<file path="src/rtl/anc_adapt_sched.sv">
// ============================================================================
// anc_adapt_sched : sequences the LMS weight-update unit over all FIR taps
// Rev 1.0
// ============================================================================
`default_nettype none

module anc_adapt_sched #(
  parameter int TAPS      = 16,
  parameter int AW        = 4,
  parameter int DW        = 11,
  parameter int ADAPT_LAT = 2
) (
  input  logic          Clk_100M,
  input  logic          Reset_n,
  input  logic          SampleStrobe,
  input  logic [DW-1:0] SigIn,
  input  logic [DW-1:0] ErrIn,
  input  logic          Freeze,
  input  logic          WeightClr,
  output logic          AdaptEN,
  output logic [DW-1:0] AdaptSigIn,
  output logic [DW-1:0] AdaptErr,
  output logic [DW-1:0] AdaptWzIn,
  input  logic [DW-1:0] AdaptWzOut,
  input  logic [AW-1:0] CoefAddr,
  output logic [DW-1:0] CoefData,
  output logic          Busy,
  output logic          Done,
  output logic          Overrun
);

  localparam logic [2:0] S_IDLE  = 3'd0;
  localparam logic [2:0] S_LOAD  = 3'd1;
  localparam logic [2:0] S_ISSUE = 3'd2;
  localparam logic [2:0] S_WAIT  = 3'd3;
  localparam logic [2:0] S_WRITE = 3'd4;
  localparam logic [2:0] S_DONE  = 3'd5;

  localparam int            CW        = (ADAPT_LAT > 2) ? $clog2(ADAPT_LAT - 1) : 1;
  localparam logic [CW-1:0] WAIT_LAST = CW'((ADAPT_LAT >= 2) ? (ADAPT_LAT - 2) : 0);
  localparam logic [AW-1:0] LAST_TAP  = AW'(TAPS - 1);
  localparam logic [AW:0]   TAPS_W    = (AW + 1)'(TAPS);

  logic [2:0]    state;
  logic [2:0]    next_state;
  logic [AW-1:0] k;
  logic [CW-1:0] wait_cnt;
  logic [DW-1:0] x [TAPS];
  logic [DW-1:0] w [TAPS];
  logic [DW-1:0] sig_hold;
  logic [DW-1:0] err_hold;
  logic          frz_hold;

  always_ff @(posedge Clk_100M or negedge Reset_n) begin
    if (!Reset_n) state <= S_IDLE;
    else          state <= next_state;
  end

  always_comb begin
    next_state = state;
    case (state)
      S_IDLE:  if (SampleStrobe) next_state = S_LOAD;
      S_LOAD:  next_state = frz_hold ? S_DONE : S_ISSUE;
      S_ISSUE: next_state = (ADAPT_LAT == 1) ? S_WRITE : S_WAIT;
      S_WAIT:  if (wait_cnt == WAIT_LAST) next_state = S_WRITE;
      S_WRITE: next_state = (k == LAST_TAP) ? S_DONE : S_ISSUE;
      S_DONE:  next_state = S_IDLE;
      default: next_state = S_IDLE;
    endcase
  end

  always_comb begin
    AdaptEN = 1'b0;
    Busy    = 1'b1;
    Done    = 1'b0;
    case (state)
      S_IDLE:  Busy    = 1'b0;
      S_ISSUE: AdaptEN = 1'b1;
      S_WAIT:  AdaptEN = 1'b1;
      S_DONE:  Done    = 1'b1;
      default: ;
    endcase
  end

  // Sample, error and freeze are captured at the strobe edge and applied in LOAD.
  always_ff @(posedge Clk_100M or negedge Reset_n) begin
    if (!Reset_n) begin
      k          <= '0;
      wait_cnt   <= '0;
      sig_hold   <= '0;
      err_hold   <= '0;
      frz_hold   <= 1'b0;
      AdaptSigIn <= '0;
      AdaptErr   <= '0;
      AdaptWzIn  <= '0;
      Overrun    <= 1'b0;
      for (int i = 0; i < TAPS; i++) begin
        x[i] <= '0;
        w[i] <= '0;
      end
    end else begin
      case (state)
        S_IDLE: begin
          if (SampleStrobe) begin
            sig_hold <= SigIn;
            err_hold <= ErrIn;
            frz_hold <= Freeze;
          end else if (WeightClr) begin
            Overrun <= 1'b0;
            for (int i = 0; i < TAPS; i++) w[i] <= '0;
          end
        end
        S_LOAD: begin
          for (int i = TAPS - 1; i > 0; i--) x[i] <= x[i-1];
          x[0]     <= sig_hold;
          AdaptErr <= err_hold;
          k        <= '0;
          if (!frz_hold) begin
            AdaptSigIn <= sig_hold;
            AdaptWzIn  <= w[0];
          end
        end
        S_ISSUE: wait_cnt <= '0;
        S_WAIT:  wait_cnt <= wait_cnt + CW'(1);
        S_WRITE: begin
          w[k] <= AdaptWzOut;
          if (k != LAST_TAP) begin
            k          <= k + AW'(1);
            AdaptSigIn <= x[k + AW'(1)];
            AdaptWzIn  <= w[k + AW'(1)];
          end
        end
        default: ;
      endcase
      if (state != S_IDLE && SampleStrobe) Overrun <= 1'b1;
    end
  end

  always_comb begin
    CoefData = '0;
    if ({1'b0, CoefAddr} < TAPS_W) CoefData = w[CoefAddr];
  end

endmodule

`default_nettype wire

</file>
<file path="config.mk">
export PLATFORM = sky130hd
export DESIGN_NAME = anc_adapt_sched
export DESIGN_NICKNAME = d
export VERILOG_FILES = /design/src/rtl/anc_adapt_sched.sv
export SDC_FILE = /design/constraint.sdc
export NUM_CORES = 1
export LEC_CHECK = 0
export CORE_MARGIN = 2
export CORE_UTILIZATION = 50
export DETAILED_ROUTE_END_ITERATION = 8
export HOLD_SLACK_MARGIN = 0.08
export PLACE_DENSITY = 0.68
export SYNTH_ARGS = -nofsm -noshare
export SYNTH_HDL_FRONTEND = slang
export SYNTH_SLANG_ARGS = --single-unit
</file>
<file path="constraint.sdc">
create_clock -name Clk_100M -period 6.4 [get_ports Clk_100M]
set_clock_uncertainty 0.2 [all_clocks]
set_input_delay 1.28 -clock Clk_100M [delete_from_list [all_inputs] [get_ports Clk_100M]]
set_output_delay 1.28 -clock Clk_100M [all_outputs]
set_load 0.02 [all_outputs]
</file>
==> summary.md, run 1 <==
| Metric | Value |
|---|---|
| Status | `finished, final reports clean` |
| Post-synth ARST share | `100%` |
| Port Buffers | `89` |
| Register area share after synthesis | `51.9%` |
| Via count | `14300` |
| Worst-path cell chain | `buf_2 > buf_4 > mux4_1 > mux4_2 > clkdlybuf4s50_1` |
| CTS tree | `done` |
| Worst endpoint data arrival time | `3.81 ns` |
| Syn Nets | `1769` |
| Antenna viol nets, final | `0` |
| Ys Warns | `0` |
| Hold Crit Class | `reg2reg` |
| Final hold vios | `0` |
| Rows | `73` |
| CTS root buf | `clkbuf_16` |
| Mapped Area | `20100 µm²` |
| Area Growth Syn to Fin | `12.4%` |
| CTS sink count | `417` |
| RSZ-0062 raised after global routing | `no` |
| Max Buffers Root-to-Sink | `3` |
| CP peak stage delay | `0.59 ns` |
| # Post-CTS Setup Buffers | `0` |
| Final critical-path share of the clock period | `82.7%` |
| Worst vdd ir | `217 µV` |
| CTS-repair resized insts | `0` |
| Vias in the first global route | `14500` |
| H-Tree Depth | `2` |
| Global placer's final weighted congestion | `0.936` |
| Crit path max-delay cell type | `mux4_1` |
| Crit start category | `primary input` |
| # setup viols final | `0` |
| Cell area power density | `254 nW/µm²` |
| Tmin final | `5.29 ns` |
| Fmax | `189 MHz` |
| Hpwl dp | `33.6 mm` |
| Average instance area after synthesis | `11.7 µm²` |
| Slew @ Worst Pin | `1.34 ns` |
| Synth Instances | `1723` |
| Required @ worst endpoint | `4.92 ns` |
| Worst-path clk slew | `0.06 ns` |
| Placed cells | `2204` |
| CTS Hold Buffers Added | `0` |
| Die span in y | `205 µm` |
| EDFF count, synth | `0` |
| First-pass GRT wire length | `84.6 mm` |
| Wire per inst | `23.0 µm` |
| Cell Count, Final, Fillers Out | `2287` |
| Skew-Pair Late Insertion Delay | `0.58 ns` |
| Post-Route WL | `52.6 mm` |
| Core area | `39700 µm²` |
| Max Cap Violations | `0` |
| # IOs | `90` |
| Critical path peak fanout | `24` |
| CTS buffer count | `45` |
| Setup_tns | `0 ns` |
| Vias/cell | `6.27` |
| Number of fill cells | `3233` |
| Starting Density | `50.6%` |
| Crit end category | `primary output` |
| Leak | `10.7 nW` |
| Initial antenna violation count | `0` |
| Nets@finish | `1772` |
| Die X | `205 µm` |
| GRT Overall Usage | `26.1%` |
| DR pass1 iterations | `5` |
| Remaining DRCs | `0` |
| Slew HR | `10.2%` |
| Unique masters post-synth | `49` |
| Max Slew Vio Count | `0` |
| Critical path class | `in2out` |
| Grt total ovfl | `0` |
| Primary FF master, synth | `dfrtp_1` |
| Yosys reg bits | `417` |
| # diodes | `0` |
| 1st-iter DRT viols | `1360` |
| Die ar. | `41900 µm²` |
| Pin count of the biggest net entering global routing | `178` |
| Share of layout cells above drive strength 1 | `14.5%` |
synth_stat cells (all sizes together) (2+ instances only):
cell / n / share of area, %
nor2b: 27 / 0.84
nand3: 27 / 0.67
buf: 115 / 3.5
and3: 4 / 0.12
nor2: 15 / 0.28
mux2: 23 / 1.3
inv: 26 / 0.49
clkbuf: 44 / 0.82
mux4: 143 / 17
nand3b: 2 / 0.075
nor3b: 2 / 0.13
and2: 14 / 0.44
ha: 4 / 0.25
o21ai: 20 / 0.50
nor3: 6 / 0.15
a22o: 176 / 7.7
dfrtp: 417 / 52
o221ai: 44 / 1.9
a211oi: 22 / 0.82
nand2: 572 / 11
nand2b: 2 / 0.062
worst max-delay path: cells and delay by family:
family                 cells  cell delay, ns
multiplexers               2            1.06
buffers and inverters      3            1.46
flip-flops by register name, summed over array words and instances, names as in the netlist:
signal      cells
AdaptErr       11
AdaptSigIn     11
AdaptWzIn      11
Overrun         1
err_hold       11
frz_hold        1
k               4
sig_hold       11
state           3
w             176
wait_cnt        1
x             176
report_power, final:
part | switching [mW] | leakage (nW) | total, mW | internal (mW)
Clock | 1.07 | 0.760 | 2.68 | 1.61
Sequential | 0.0691 | 5.38 | 2.76 | 2.69
Combinational | 0.143 | 4.58 | 0.303 | 0.160
Total | 1.29 | 10.7 | 5.75 | 4.46
per-layer routing:
metal,GRT usage (%),vias up,share of wire [%]
met4,12.1,0,4.5
met2,42.3,593,49
met5,0,-,0
li1,-,6181,-
met1,34.6,7424,40
met3,4.58,151,6.3
cell type report:
type                       instances  area [µm²]  area share, %
sequential                       417       10400           46.2
clock buffer                      67        1340           5.92
clock inverter                    16         190          0.841
timing repair buffer             116        1130           4.98
multi-input combinational       1120        8770           38.8
tap                              525         657           2.90
inverter                          26        97.6          0.431
logic make-up (layout without fill, tap and decap cells):
family	count (synthesis)	in the layout	synth area share, %
compound gates	274	274	11.5
xor+xnor	2	2	0.180
fa+ha+maj	4	4	0.249
buf+inv	186	225	4.81
flops	417	417	51.9
mux	167	167	17.9
simple gates	673	673	13.5
cell usage in the layout (no fill, tap or decap), types with 13 or more instances in the layout:
master / n
o221ai_1: 44
clkbuf_16: 45
clkbuf_8: 13
mux4_2: 114
mux2_2: 23
buf_4: 24
mux4_1: 28
nand3_1: 27
nand2_1: 572
a211oi_1: 22
nor2_1: 15
clkdlybuf4s50_1: 86
nor2b_1: 27
a22o_1: 176
inv_1: 26
dfrtp_1: 416
metrics by stage:
| stage | setup slack (ns) | total power [mW] | utilization [%] | area [µm²] | hold WS, ns |
|---|---|---|---|---|---|
| global route | 0.994 | 5.95 | 56.9 | 22600 | 0.294 |
| floorplan | 2.29 | 2.95 | - | 20100 | 0.235 |
| detailed placement | 1.10 | 3.11 | 53.1 | 21100 | 0.255 |
| CTS | 1.08 | 5.80 | 56.9 | 22600 | 0.267 |
| finish | 1.11 | 5.75 | 56.9 | 22600 | 0.263 |
| global placement | 1.18 | 3.10 | 53.1 | 21100 | 0.242 |
final timing paths:
check / slack, ns / depth (start not counted) / start / end
setup / recovery: 1.11 / 5 / CoefAddr[0] / CoefData[7]
hold / removal: 0.26 / 2 / err_hold[8]$_DFFE_PN0P_ / AdaptErr[8]$_DFFE_PN0N_
setup reg to reg: 2.44 / 7 / k[0]$_DFFE_PN0P_ / AdaptSigIn[4]$_DFFE_PN0P_
hold reg to reg: 0.26 / 2 / err_hold[8]$_DFFE_PN0P_ / AdaptErr[8]$_DFFE_PN0N_
max in group asynchronous: 3.95 / 2 / Reset_n / x[48]$_DFFE_PN0N_
min in group asynchronous: 0.64 / 1 / Reset_n / w[39]$_DFFE_PN0P_
Note: power is estimated with default switching activity, not from simulation.
==> inputs of run 2 (changes only) <==
==> constraint.sdc (replaced) <==
create_clock -name Clk_100M -period 5.2 [get_ports Clk_100M]
set_clock_uncertainty 0.2 [all_clocks]
set_input_delay 1.04 -clock Clk_100M [delete_from_list [all_inputs] [get_ports Clk_100M]]
set_output_delay 1.04 -clock Clk_100M [all_outputs]
set_load 0.02 [all_outputs]
==> run 2 against run 1 <==
  * Utilization increased by 0.54 points
  * Cell area increased by 0.94%
  * Clock power increased by 29%
  * Register-to-register slack got worse by 0.97 ns
  * Sequential power increased by 23%
  * Combinational power increased by 25%
  * Total power increased by 26%
  * Sequential share of layout area decreased by 0.43 points
  * Setup slack got worse by 0.47 ns
  * First-iteration DRC count increased by 3.7%
  * Largest cell class unchanged
  * Largest power group is now the clock network
==> summary.md, run 2 (synthesized netlist as in run 1, its figures left out) <==
| Metric | Value |
|---|---|
| Status | `finished, final reports clean` |
| Logic gate share of total power | `5.2% (about the same)` |
| R2R Setup Slk | `1.47 ns (-0.97 ns)` |
| Die ar. | `41900 µm² (unchanged)` |
| Skew-Pair Late Insertion Delay | `0.59 ns (about the same)` |
| Port Buffers | `89 (unchanged)` |
| Starting Density | `50.6% (unchanged)` |
| # Post-CTS Setup Buffers | `0 (unchanged)` |
| Fmax | `219 MHz` |
| Hold path startpoint | `err_hold[6]$_DFFE_PN0P_` |
| Final critical-path share of the clock period | `87.7%` |
| Core area | `39700 µm² (unchanged)` |
| Critical path peak fanout | `13 (-46%)` |
| Hold Crit Class | `reg2reg` |
| Crit start category | `primary input` |
| Hold endpoint | `AdaptErr[6]$_DFFE_PN0N_` |
| # IOs | `90 (unchanged)` |
| Hpwl dp | `33.7 mm (+0.28%)` |
| Pin count of the biggest net entering global routing | `166 (-6.7%)` |
| Crit end category | `primary output` |
| Setup_tns | `0 ns (unchanged)` |
| Die X | `205 µm (unchanged)` |
| Psw | `1.65 mW (+28%)` |
| DR pass1 iterations | `5 (unchanged)` |
| GRT Overall Usage | `26.1% (-0.055 points)` |
| Cell area power density | `317 nW/µm² (+25%)` |
| Worst vdd ir | `239 µV (+10%)` |
| FF-to-FF End | `AdaptWzIn[7]$_DFFE_PN0P_` |
| Internal power | `5.58 mW (+25%)` |
| Die span in y | `205 µm (unchanged)` |
| Antenna viol nets, final | `0 (unchanged)` |
| CTS root buf | `clkbuf_16` |
| CTS buffer count | `47 (+4.4%)` |
| CTS Hold Buffers Added | `0 (unchanged)` |
| Hold Path Stages | `2 (unchanged)` |
| Post-Route WL | `52.7 mm (+0.15%)` |
| Vias in the first global route | `14500 (+0.14%)` |
| Wire per inst | `22.9 µm (-0.50%)` |
| CTS-repair resized insts | `0 (unchanged)` |
| # setup viols final | `0 (unchanged)` |
| # diodes | `0 (unchanged)` |
| RSZ-0062 raised after global routing | `no` |
| Grt total ovfl | `0 (unchanged)` |
| Tmin final | `4.56 ns` |
| Register share of total power | `47.0% (-1.1 points)` |
| First-pass GRT wire length | `83.7 mm (-1.1%)` |
| Global placer's final weighted congestion | `0.941 (+0.53%)` |
| Slew HR | `4.01% (-6.2 points)` |
| H-Tree Depth | `2 (unchanged)` |
| Via count | `14400 (+0.24%)` |
| 1st-iter DRT viols | `1410 (+3.7%)` |
| Final hold vios | `0 (unchanged)` |
| Total power | `7.23 mW (+26%)` |
| Share of layout cells above drive strength 1 | `15.3% (+0.78 points)` |
| Vias/cell | `6.25 (-0.42%)` |
| Area Growth Syn to Fin | `13.5%` |
| Initial antenna violation count | `0 (unchanged)` |
| Commonest non-fill, non-tap cell in the layout | `nand2_1` |
| Rows | `73 (unchanged)` |
| Slew @ Worst Pin | `1.43 ns (+0.0928 ns)` |
| Nets@finish | `1784 (+0.68%)` |
| Remaining DRCs | `0 (unchanged)` |
| Required @ worst endpoint | `3.96 ns (-0.96 ns)` |
| Biggest regs | `w x176, x x176` |
| Leak | `10.8 nW (+0.94%)` |
| Worst r2r path cells | `6 (-1)` |
| Worst endpoint data arrival time | `3.32 ns (-0.49 ns)` |
| Critical path class | `in2out` |
| Commonest non-fill, non-tap cells in the layout | `nand2_1 (572), dfrtp_1 (416), a22o_1 (176), mux4_2 (114), clkdlybuf4s50_1 (86)` |
| Power share of the clock group | `47.7% (+1.0 points)` |
| CTS sink count | `417 (unchanged)` |
| Max Slew Vio Count | `0 (unchanged)` |
| CTS tree | `done` |
| Worst-path clk slew | `0.06 ns (about the same)` |
| Max Buffers Root-to-Sink | `3 (unchanged)` |
| Max Cap Violations | `0 (unchanged)` |
| Switch share | `22.8% (+0.39 points)` |
| RR Startpoint | `k[0]$_DFFE_PN0P_` |
run 2: power by group through the flow:
stage	Sequential, mW	Combinational [mW]	Clock, mW
finish	3.40	0.378	3.45
global route	3.40	0.411	3.64
CTS	3.40	0.383	3.51
detailed placement	3.45	0.382	0
global placement	3.45	0.370	0
floorplan	3.41	0.222	0
run 2: how the worst max path moves through the flow:
stage,start,to,cells past startpoint
final,CoefAddr[0],CoefData[4],5
after global routing,CoefAddr[0],CoefData[4],5
after floorplan,CoefAddr[0],CoefData[1],4
after detailed placement,CoefAddr[0],CoefData[4],5
after global placement,CoefAddr[0],CoefData[4],5
after CTS,CoefAddr[0],CoefData[4],5
run 2: critical path: stages:
cell and delay (ns):
buf_2 0.33, buf_4 0.32, mux4_1 0.59, mux4_2 0.48, clkdlybuf4s50_1 0.55
run 2: cell type report:
type | instances | area, µm²
multi-input cells | 1120 | 8770
fillers | 3248 | 16900
clock inverters | 19 | 249
repair buffers | 126 | 1230
well taps | 525 | 657
clock buffers | 69 | 1390
inverters | 26 | 97.6
flip-flops and latches | 417 | 10400
run 2: metal layers:
metal / part of all wire, % / up-vias / global-route usage (%)
met5: 0 / - / 0
met4: 4.5 / 0 / 12.2
met3: 7.5 / 169 / 5.28
li1: - / 6204 / -
met2: 48 / 655 / 42.0
met1: 40 / 7355 / 34.2
run 2: through the flow:
step	worst slack (ns)	utilization [%]	cell area, µm²	instances	hold WS [ns]
after global routing	0.560	57.5	22800	2302	0.290
final	0.640	57.5	22800	2302	0.256
after floorplan	1.57	-	20100	1723	0.235
after detailed placement	0.643	53.3	21200	2214	0.252
after CTS	0.644	57.5	22800	2302	0.265
after global placement	0.710	53.3	21200	2214	0.243
==> inputs of run 3 (changes only) <==
--- a/config.mk
+++ b/config.mk
@@ -5,7 +5,7 @@
 export SDC_FILE = /design/constraint.sdc
 export NUM_CORES = 1
 export LEC_CHECK = 0
-export CORE_MARGIN = 2
+export CORE_MARGIN = 5
 export CORE_UTILIZATION = 50
 export DETAILED_ROUTE_END_ITERATION = 8
 export HOLD_SLACK_MARGIN = 0.08
==> run 3 against run 2 <==
  * Wire length shrank 0.40%
  * Critical endpoint is now CoefData[10]
  * Total power shrank 0.24%
  * Combinational power is essentially flat
  * Sequential power is essentially flat
  * Register-to-register slack gained 0.06 ns
  * Maximum frequency shrank 1.4%
  * Critical path depth is the same
  * Sequential cell count is the same
  * Worst hold slack gained 0.0086 ns
==> summary.md, run 3 (synthesized netlist as in run 1, its figures left out) <==
| Metric | Value |
|---|---|
| Status | `finished, final reports clean` |
| Post-route setup slack | `0.575 ns (-0.0647 ns)` |
| Switch share | `22.7% (-0.069 points)` |
| Die X | `211 µm (+2.9%)` |
| Crit path max-delay cell type | `mux4_4` |
| Fin area | `22700 µm² (-0.37%)` |
| Die span in y | `211 µm (+2.9%)` |
| Grt total ovfl | `0 (unchanged)` |
| CTS root buf | `clkbuf_16` |
| Area after DPL | `21100 µm² (-0.20%)` |
| DR pass1 iterations | `5 (unchanged)` |
| Critical path buffer and inverter count | `3 (unchanged)` |
| Area of the multi-input gates | `8770 µm² (about the same)` |
| Psw | `1.64 mW (-0.54%)` |
| Worst-path cell chain | `buf_2 > buf_4 > mux4_4 > mux4_2 > clkdlybuf4s50_1` |
| Vias in the first global route | `14300 (-1.4%)` |
| Biggest regs | `w x176, x x176` |
| Cell family with most CP delay | `multiplexers` |
| Final critical-path share of the clock period | `88.9% (+1.2 points)` |
| Port Buffers | `89 (unchanged)` |
| Starting Density | `50.6% (unchanged)` |
| Core area | `39700 µm² (unchanged)` |
| Area Growth Syn to Fin | `13.1%` |
| Required @ worst endpoint | `3.96 ns (about the same)` |
| CTS Hold Buffers Added | `0 (unchanged)` |
| Final Core Density | `57.3% (-0.21 points)` |
| Critical path class | `in2out` |
| Leak | `10.8 nW (-0.39%)` |
| Initial antenna violation count | `0 (unchanged)` |
| Antenna viol nets, final | `0 (unchanged)` |
| CP peak stage delay | `0.65 ns (+0.06 ns)` |
| H-Tree Depth | `2 (unchanged)` |
| Total power | `7.21 mW (-0.24%)` |
| Placed cells | `2210 (-0.18%)` |
| # Post-CTS Setup Buffers | `0 (unchanged)` |
| Post-Route WL | `52.5 mm (-0.40%)` |
| Max Buffers Root-to-Sink | `3 (unchanged)` |
| Setup_tns | `0 ns (unchanged)` |
| Worst endpoint data arrival time | `3.39 ns (+0.07 ns)` |
| Via count | `14300 (-0.28%)` |
| Commonest non-fill, non-tap cells in the layout | `nand2_1 (572), dfrtp_1 (416), a22o_1 (176), mux4_2 (114), clkdlybuf4s50_1 (86)` |
| Final hold vios | `0 (unchanged)` |
| Fmax | `216 MHz (-1.4%)` |
| Logic gate share of total power | `5.2% (about the same)` |
| Slew @ Worst Pin | `1.27 ns (-0.158 ns)` |
| Critical path peak fanout | `13 (unchanged)` |
| CTS buffer count | `46 (-2.1%)` |
| RR Startpoint | `k[0]$_DFFE_PN0P_` |
| Worst r2r path cells | `6 (unchanged)` |
| Crit end category | `primary output` |
| R2R Setup Slk | `1.53 ns (+0.06 ns)` |
| Nets@finish | `1779 (-0.28%)` |
| # diodes | `0 (unchanged)` |
| Pin count of the biggest net entering global routing | `178 (+7.2%)` |
| Cell Count, Final, Fillers Out | `2292 (-0.43%)` |
| Internal power | `5.58 mW (-0.15%)` |
| CTS-repair resized insts | `0 (unchanged)` |
| Global placer's final weighted congestion | `0.928 (-1.4%)` |
| FF-to-FF End | `AdaptWzIn[7]$_DFFE_PN0P_` |
| RSZ-0062 raised after global routing | `no` |
| Hold path startpoint | `err_hold[4]$_DFFE_PN0P_` |
| Crit start category | `primary input` |
| Max Cap Violations | `0 (unchanged)` |
| Worst-path clk slew | `0.06 ns (about the same)` |
| Remaining DRCs | `0 (unchanged)` |
| Worst vdd ir | `310 µV (+30%)` |
| GRT Overall Usage | `23.7% (-2.4 points)` |
| CTS tree | `done` |
| Hpwl dp | `34.0 mm (+0.93%)` |
| Wire per inst | `22.9 µm (about the same)` |
| Setup WS pre-CTS | `0.560 ns (-0.0834 ns)` |
| Hold Crit Class | `reg2reg` |
| Register share of total power | `47.1% (about the same)` |
| Hold endpoint | `AdaptErr[4]$_DFFE_PN0N_` |
| # IOs | `90 (unchanged)` |
| Vias/cell | `6.26 (+0.16%)` |
| Power share of the clock group | `47.7% (about the same)` |
| Rows | `73 (unchanged)` |
| Share of layout cells above drive strength 1 | `15.1% (-0.25 points)` |
| First-pass GRT wire length | `83.6 mm (-0.12%)` |
| Tmin final | `4.63 ns (+0.0647 ns)` |
| Die ar. | `44400 µm² (+6.0%)` |
| # setup viols final | `0 (unchanged)` |
| Number of fill cells | `3214 (-1.0%)` |
| Slew HR | `14.9% (+11 points)` |
| Sequential Area | `10400 µm² (unchanged)` |
| Cell area power density | `317 nW/µm² (+0.13%)` |
| Max Slew Vio Count | `0 (unchanged)` |
| Skew-Pair Late Insertion Delay | `0.58 ns (about the same)` |
| 1st-iter DRT viols | `1276 (-9.5%)` |
| Hold Path Stages | `2 (unchanged)` |
| CTS sink count | `417 (unchanged)` |
| Commonest non-fill, non-tap cell in the layout | `nand2_1` |
| Final hold slack | `0.264 ns (+0.00863 ns)` |
-- run 3: changes by cell type in the layout (fill, tap and decap cells not counted) --
cell / delta
clkbuf_1: -5
clkbuf_8: -4
buf_4: -3
bufinv_16: +2
clkinv_2: +2
buf_12: -1
clkbuf_16: -1
clkinv_8: -1
clkinvlp_4: +1
o21ai_1: +1
o21ai_2: -1
-- run 3: how the worst max path moves through the flow --
stage                     start            to  slack [ns]  depth (start not counted)
detailed placement  CoefAddr[0]  CoefData[10]        0.56                          5
finish              CoefAddr[0]  CoefData[10]        0.57                          5
global placement    CoefAddr[0]  CoefData[10]        0.62                          5
floorplan           CoefAddr[0]   CoefData[1]        1.57                          4
global route        CoefAddr[0]  CoefData[10]        0.49                          5
CTS                 CoefAddr[0]  CoefData[10]        0.56                          5
-- run 3: routing by layer --
metal	vias up	part of all wire [%]	global-route usage, %
met5	-	0	0
met4	0	5.2	10.8
met3	177	6.2	4.05
met2	622	49	38.7
met1	7342	40	31.5
li1	6202	-	-
-- run 3: layout make-up --
cell class	instances	share of cell area, %
tap	525	2.89
sequential	417	45.9
timing repair buffer	122	5.20
inverter	26	0.429
multi-input combinational	1120	38.6
clock inverter	23	1.36
clock buffer	59	5.67
-- run 3: worst reg2reg max path, stage by stage (launching register included) --
cell	delay [ns]
dfrtp_4	0.41
buf_4	0.57
buf_4	0.85
mux4_2	0.51
nor2b_1	0.14
a211oi_1	0.60
o221ai_1	0.24
-- run 3: power groups by stage --
stage	Combinational (mW)	Clock (mW)	Sequential [mW]
2_1_floorplan	0.222	0	3.41
3_3_place_gp	0.370	0	3.45
3_5_place_dp	0.380	0	3.45
4_1_cts	0.381	3.49	3.39
5_1_grt	0.408	3.61	3.40
6_report	0.376	3.44	3.40
